===== src/rtl/rv32i_pkg.sv =====
// Shared encodings for the RV32I multicycle controller: FSM states, opcodes
// and the datapath select/control codes.
package rv32i_pkg;

  typedef enum logic [3:0] {
    S_FETCH,
    S_DECODE,
    S_MEMADR,
    S_MEMREAD,
    S_MEMWB,
    S_MEMWRITE,
    S_EXECR,
    S_EXECI,
    S_ALUWB,
    S_BRANCH,
    S_JAL,
    S_JALR,
    S_LINK,
    S_TRAP
  } state_t;

  localparam logic [6:0] OP_LOAD   = 7'b0000011;
  localparam logic [6:0] OP_STORE  = 7'b0100011;
  localparam logic [6:0] OP_RTYPE  = 7'b0110011;
  localparam logic [6:0] OP_ITYPE  = 7'b0010011;
  localparam logic [6:0] OP_BRANCH = 7'b1100011;
  localparam logic [6:0] OP_JAL    = 7'b1101111;
  localparam logic [6:0] OP_JALR   = 7'b1100111;

  localparam logic [2:0] ALU_ADD = 3'b000;
  localparam logic [2:0] ALU_SUB = 3'b001;
  localparam logic [2:0] ALU_AND = 3'b100;
  localparam logic [2:0] ALU_OR  = 3'b101;

  localparam logic [1:0] IMM_I = 2'b00;
  localparam logic [1:0] IMM_S = 2'b01;
  localparam logic [1:0] IMM_B = 2'b10;
  localparam logic [1:0] IMM_J = 2'b11;

  localparam logic [1:0] SRCA_PC    = 2'b00;
  localparam logic [1:0] SRCA_OLDPC = 2'b01;
  localparam logic [1:0] SRCA_A     = 2'b10;

  localparam logic [1:0] SRCB_B    = 2'b00;
  localparam logic [1:0] SRCB_IMM  = 2'b01;
  localparam logic [1:0] SRCB_FOUR = 2'b10;

  localparam logic [1:0] RES_ALUOUT    = 2'b00;
  localparam logic [1:0] RES_DATA      = 2'b01;
  localparam logic [1:0] RES_ALURESULT = 2'b10;

  // Immediate format implied by the opcode alone.
  function automatic logic [1:0] imm_src_of(input logic [6:0] opcode);
    case (opcode)
      OP_STORE:  return IMM_S;
      OP_BRANCH: return IMM_B;
      OP_JAL:    return IMM_J;
      default:   return IMM_I;
    endcase
  endfunction

endpackage


===== src/rtl/multicycle_ctrl_alu_decoder.sv =====
// funct3/funct7 to ALU operation decode for the execute states.
module alu_decoder
  import rv32i_pkg::*;
(
  input  logic [2:0] funct3,
  input  logic       funct7_5,
  input  logic       is_rtype,
  output logic [2:0] alu_control,
  output logic       legal
);

  // SUB exists only for R-type; an I-type with bit 30 set is still ADDI.
  always_comb begin
    alu_control = ALU_ADD;
    legal       = 1'b1;
    case (funct3)
      3'b000:  alu_control = (is_rtype && funct7_5) ? ALU_SUB : ALU_ADD;
      3'b111:  alu_control = ALU_AND;
      3'b110:  alu_control = ALU_OR;
      default: legal = 1'b0;
    endcase
  end

endmodule


===== src/rtl/multicycle_ctrl.sv =====
// Multicycle RV32I subset control unit. Outputs depend on the current state
// plus instr/zero/mem_ready, and are all forced low while rst is high.
//
// state     | meaning
// ----------|------------------------------------------------
// FETCH     | read instr at PC, on ready load IR and PC <= PC+4
// DECODE    | ALUOut <= OldPC+imm (branch/jal target), dispatch
// MEMADR    | ALUOut <= A+imm (load/store address)
// MEMREAD   | read data at ALUOut until mem_ready
// MEMWB     | rd <= Data
// MEMWRITE  | write B at ALUOut until mem_ready
// EXECR     | ALUOut <= A op B
// EXECI     | ALUOut <= A op imm
// ALUWB     | rd <= ALUOut
// BRANCH    | compare A-B, PC <= ALUOut if taken
// JAL       | PC <= ALUOut
// JALR      | PC <= A+imm
// LINK      | rd <= OldPC+4
// TRAP      | unsupported instruction, parked until reset
module multicycle_ctrl
  import rv32i_pkg::*;
(
  input  logic        clk,
  input  logic        rst,
  input  logic [31:0] instr,
  input  logic        zero,
  input  logic        mem_ready,
  output logic        mem_req,
  output logic        mem_write,
  output logic        adr_src,
  output logic        ir_write,
  output logic        pc_write,
  output logic        reg_write,
  output logic [1:0]  alu_src_a,
  output logic [1:0]  alu_src_b,
  output logic [1:0]  result_src,
  output logic [2:0]  alu_control,
  output logic [1:0]  imm_src,
  output logic        illegal_instr
);

  state_t     state, next_state;
  logic       illegal_q;
  logic [6:0] opcode;
  logic [2:0] funct3;
  logic [2:0] dec_alu;
  logic       dec_legal;
  logic       unused_bits;

  assign opcode      = instr[6:0];
  assign funct3      = instr[14:12];
  assign unused_bits = ^{instr[31], instr[29:15], instr[11:7]};

  alu_decoder u_alu_decoder (
    .funct3      (funct3),
    .funct7_5    (instr[30]),
    .is_rtype    (opcode == OP_RTYPE),
    .alu_control (dec_alu),
    .legal       (dec_legal)
  );

  // State register and sticky illegal flag (set on entry to TRAP).
  always_ff @(posedge clk or posedge rst) begin
    if (rst) begin
      state     <= S_FETCH;
      illegal_q <= 1'b0;
    end else begin
      state <= next_state;
      if (next_state == S_TRAP) illegal_q <= 1'b1;
    end
  end

  // Next-state decode.
  always_comb begin
    next_state = state;
    case (state)
      S_FETCH:    next_state = mem_ready ? S_DECODE : S_FETCH;
      S_DECODE: begin
        case (opcode)
          OP_LOAD, OP_STORE: next_state = S_MEMADR;
          OP_RTYPE:          next_state = S_EXECR;
          OP_ITYPE:          next_state = S_EXECI;
          OP_BRANCH:         next_state = S_BRANCH;
          OP_JAL:            next_state = S_JAL;
          OP_JALR:           next_state = S_JALR;
          default:           next_state = S_TRAP;
        endcase
      end
      S_MEMADR:   next_state = (opcode == OP_STORE) ? S_MEMWRITE : S_MEMREAD;
      S_MEMREAD:  next_state = mem_ready ? S_MEMWB : S_MEMREAD;
      S_MEMWRITE: next_state = mem_ready ? S_FETCH : S_MEMWRITE;
      S_MEMWB:    next_state = S_FETCH;
      S_EXECR,
      S_EXECI:    next_state = dec_legal ? S_ALUWB : S_TRAP;
      S_ALUWB:    next_state = S_FETCH;
      S_BRANCH:   next_state = (funct3 == 3'b000 || funct3 == 3'b001) ? S_FETCH : S_TRAP;
      S_JAL,
      S_JALR:     next_state = S_LINK;
      S_LINK:     next_state = S_FETCH;
      S_TRAP:     next_state = S_TRAP;
      default:    next_state = S_FETCH;
    endcase
  end

  // Per-state datapath controls; rst overrides everything to zero.
  always_comb begin
    mem_req     = 1'b0;
    mem_write   = 1'b0;
    adr_src     = 1'b0;
    ir_write    = 1'b0;
    pc_write    = 1'b0;
    reg_write   = 1'b0;
    alu_src_a   = SRCA_PC;
    alu_src_b   = SRCB_B;
    result_src  = RES_ALUOUT;
    alu_control = ALU_ADD;
    imm_src     = imm_src_of(opcode);
    case (state)
      S_FETCH: begin
        mem_req    = 1'b1;
        ir_write   = mem_ready;
        pc_write   = mem_ready;
        alu_src_b  = SRCB_FOUR;
        result_src = RES_ALURESULT;
      end
      S_DECODE: begin
        alu_src_a = SRCA_OLDPC;
        alu_src_b = SRCB_IMM;
      end
      S_MEMADR: begin
        alu_src_a = SRCA_A;
        alu_src_b = SRCB_IMM;
      end
      S_MEMREAD: begin
        mem_req = 1'b1;
        adr_src = 1'b1;
      end
      S_MEMWRITE: begin
        mem_req   = 1'b1;
        adr_src   = 1'b1;
        mem_write = 1'b1;
      end
      S_MEMWB: begin
        result_src = RES_DATA;
        reg_write  = 1'b1;
      end
      S_EXECR: begin
        alu_src_a   = SRCA_A;
        alu_control = dec_alu;
      end
      S_EXECI: begin
        alu_src_a   = SRCA_A;
        alu_src_b   = SRCB_IMM;
        alu_control = dec_alu;
      end
      S_ALUWB: reg_write = 1'b1;
      S_BRANCH: begin
        alu_src_a   = SRCA_A;
        alu_control = ALU_SUB;
        pc_write    = (funct3 == 3'b000 && zero) || (funct3 == 3'b001 && !zero);
      end
      S_JAL: pc_write = 1'b1;
      S_JALR: begin
        alu_src_a  = SRCA_A;
        alu_src_b  = SRCB_IMM;
        result_src = RES_ALURESULT;
        pc_write   = 1'b1;
      end
      S_LINK: begin
        alu_src_a  = SRCA_OLDPC;
        alu_src_b  = SRCB_FOUR;
        result_src = RES_ALURESULT;
        reg_write  = 1'b1;
      end
      default: ;
    endcase
    if (rst) begin
      mem_req     = 1'b0;
      mem_write   = 1'b0;
      adr_src     = 1'b0;
      ir_write    = 1'b0;
      pc_write    = 1'b0;
      reg_write   = 1'b0;
      alu_src_a   = SRCA_PC;
      alu_src_b   = SRCB_B;
      result_src  = RES_ALUOUT;
      alu_control = ALU_ADD;
      imm_src     = IMM_I;
    end
  end

  assign illegal_instr = illegal_q & ~rst;

endmodule

===== config.mk =====
export PLATFORM = sky130hd
export DESIGN_NAME = multicycle_ctrl
export DESIGN_NICKNAME = d
export VERILOG_FILES = /design/src/rtl/rv32i_pkg.sv /design/src/rtl/multicycle_ctrl_alu_decoder.sv /design/src/rtl/multicycle_ctrl.sv
export SDC_FILE = /design/constraint.sdc
export NUM_CORES = 1
export LEC_CHECK = 0
export ABC_AREA = 0
export CAP_MARGIN = 20
export CORE_AREA = 2 2 39 41
export CTS_BUF_LIST = sky130_fd_sc_hd__clkbuf_4
export DETAILED_ROUTE_END_ITERATION = 10
export DIE_AREA = 0 0 41 43
export DONT_BUFFER_PORTS = 1
export GPL_TIMING_DRIVEN = 0
export PLACE_DENSITY = 0.67
export SYNTH_ARGS = -nofsm -noshare
export SYNTH_HDL_FRONTEND = slang
export SYNTH_SLANG_ARGS = --single-unit

===== constraint.sdc =====
create_clock -name clk -period 5.9 [get_ports clk]
set_clock_uncertainty 0.2 [all_clocks]
set_input_delay 1.475 -clock clk [delete_from_list [all_inputs] [get_ports clk]]
set_output_delay 1.475 -clock clk [all_outputs]
set_load 0.02 [all_outputs]

==> impl_metrics.json <==
{
  "status": "finished, final reports clean",
  "numPortBuffers": 0,
  "clock_latency_ns": 0.24,
  "crit_start": "instr[2]",
  "syn_to_final_growth_pct": 7.07,
  "fp.dieW_um": 41,
  "synth_edf_count": 0,
  "yosysUniqueCellTypes": 44,
  "synthArstFlopShare_pct": 100,
  "cap_violations": 0,
  "cts_sinks": 5,
  "drc": 0,
  "cts.path.max_buffers": 2,
  "wl_per_cell_um": 14.5,
  "ys_seq_elements": 5,
  "cts_root_buffer": "clkbuf_4",
  "power_frac_seq_pct": 20.1,
  "ys_seq_area_share_pct": 17.7,
  "ios": 54,
  "grt_setup_unrepaired": "no",
  "fin_crit_sh_pct": 77.9,
  "final_common_cell": "nor2_1",
  "syn_area_um2": 708,
  "start_kind": "input pin",
  "n_antenna_cell": 0,
  "tns_ns": 0,
  "critPathKind": "in -> out",
  "synth_ff_type": "dfrtp_1",
  "p_sw_share_pct": 53.8,
  "slew_headroom_pct": 40.2,
  "wirelength_mm": 1.76,
  "p_int_mw": 0.145,
  "grt_antenna_before_repair": 0,
  "whs_ns": 0.259,
  "via_count": 770,
  "crit_path_end_kind": "output port",
  "layout_common_cells": "9 x nor2_1, 8 x a21oi_1, 8 x nor3_1",
  "cts_tree": "done",
  "overflow": 0,
  "r2r_cells": 5,
  "core_area_um2": 1380,
  "start_util_pct": 51.2,
  "switchingPower_mw": 0.169,
  "critical_path_peak_fanout": 6,
  "gp_congestion": 0.787,
  "place_inst": 117,
  "nNetsFinal": 142,
  "min_period_ns": 4.60,
  "postCtsSetupBuffers": 0,
  "cts_hold_buffers": 0,
  "vdd_drop_max_mv": 0.234,
  "r2r-start": "state[3]",
  "drive_gt1_share_pct": 9.52,
  "die-area_um2": 1760,
  "fin_cells": 121,
  "cts.reportedPaths.clkPinSlew_ns": 0.04,
  "rrSetupSlack_ns": 4.07,
  "syn_nets": 137,
  "hold_path.class": "reg -> reg",
  "tightest_slew_ns": 0.889,
  "drtIter0Drc": 4,
  "synth_cells": 101,
  "maxSlewViolCount": 0,
  "yosysWarnings": 0,
  "grt_pass1_vias": 683,
  "grt_pass1_wl_mm": 2.87,
  "htreeDepth": 1,
  "pwr_density_cell_nw_per_um2": 414,
  "via_per_inst": 6.36,
  "first_pass_iters": 4,
  "cts_resized": 0,
  "hold_viol": 0,
  "critPathCapture": "alu_control[0]",
  "track_usage_pct": 23.0,
  "drtAntennaViolNets": 0,
  "critPathArrivalTime_ns": 2.92,
  "avgSynthCellArea_um2": 7.01,
  "worst_r2r_endpoint": "illegal_q",
  "combPwrFrac_pct": 66.1,
  "max_clock_freq_mhz": 218,
  "numCtsBuffers": 3,
  "num_rows": 14,
  "hpwl_mm": 1.36,
  "p_clk_share_pct": 13.9,
  "dieHeight_um": 43,
  "setup_viol": 0,
  "grt_start_max_net_pins": 11,
  "power_leakage_nw": 0.301,
  "post-route-util_pct": 54.8,
  "worstPathRequired_ns": 4.22
}
[Yosys cell counts, drive strengths merged, types with 2 or more instances]
| cell type | instances | area share, % |
|---|---|---|
| clkbuf | 4 | 2.1 |
| inv | 5 | 2.7 |
| and3 | 6 | 5.3 |
| nor3 | 8 | 5.7 |
| buf | 3 | 2.3 |
| nand3 | 4 | 2.8 |
| xnor2 | 3 | 3.7 |
| a32oi | 2 | 2.5 |
| o31ai | 3 | 3.9 |
| or3 | 2 | 1.9 |
| nor2b | 4 | 3.5 |
| nor3b | 2 | 2.1 |
| dfrtp | 5 | 18 |
| nand2 | 5 | 2.7 |
| nor2 | 10 | 6.4 |
| a21oi | 8 | 5.7 |
| a31oi | 2 | 1.8 |
| nand3b | 2 | 2.1 |
| o21ai | 3 | 2.1 |
[how the worst min path moves through the flow]
stage,from,to,slack (ns),depth (start not counted)
4_1_cts,illegal_q,illegal_q,0.27,1
3_3_place_gp,illegal_q,illegal_q,0.25,1
3_5_place_dp,illegal_q,illegal_q,0.25,1
5_1_grt,illegal_q,illegal_q,0.30,1
6_report,illegal_q,illegal_q,0.26,1
2_1_floorplan,illegal_q,illegal_q,0.23,1
[per-layer routing]
layer  up-vias  track usage (%)  wire length [um]
li1        385                -                 -
met1       369             29.8               759
met2        16             36.6               913
met3         0             7.33                82
met4         0             4.00                 0
met5         -                0                 0
[registers in the layout, indices dropped and copies added (netlist names)]
signal and count:
illegal_q 1, state 4
[power groups by stage]
stage | Clock [mW] | Sequential [mW] | Combinational (mW)
final | 0.0435 | 0.0629 | 0.207
after global routing | 0.0486 | 0.0637 | 0.231
after CTS | 0.0449 | 0.0619 | 0.208
after detailed placement | 0 | 0.0623 | 0.208
after global placement | 0 | 0.0611 | 0.203
after floorplan | 0 | 0.0576 | 0.177
[per-stage QoR]
step                      setup slack [ns]  cell area [um^2]  total power, mW
after global placement                1.31               728            0.264
after CTS                             1.30               758            0.315
final                                 1.30               758            0.314
after floorplan                       1.36               708            0.234
after global routing                  1.17               758            0.344
after detailed placement              1.30               728            0.271
[logic make-up (layout without fill, tap and decap cells)]
group	count (synthesis)	count (layout)	synth area share, %
other	1	1	0.530
DFF	5	5	17.7
buffers and inverters	12	16	7.07
xor gates and xnor gates	4	4	4.95
and+or+nand+nor	51	51	41.5
muxes	1	1	1.41
AOI/OAI and AO/OA	27	27	26.9
[area by class of cell]
class / instances / area [um^2]
Clock buffer: 4 / 30.0
Tap cell: 16 / 20.0
Buffer: 7 / 31.3
Fill cell: 145 / 626
Sequential cell: 5 / 125
Multi-Input combinational cell: 84 / 533
Inverter: 5 / 18.8
[critical path: stages]
cell,delay [ns]
or3_2,0.50
nor2_4,0.15
a31oi_1,0.09
or3_1,0.31
a21oi_1,0.40
(Power assumes the default switching activity.)
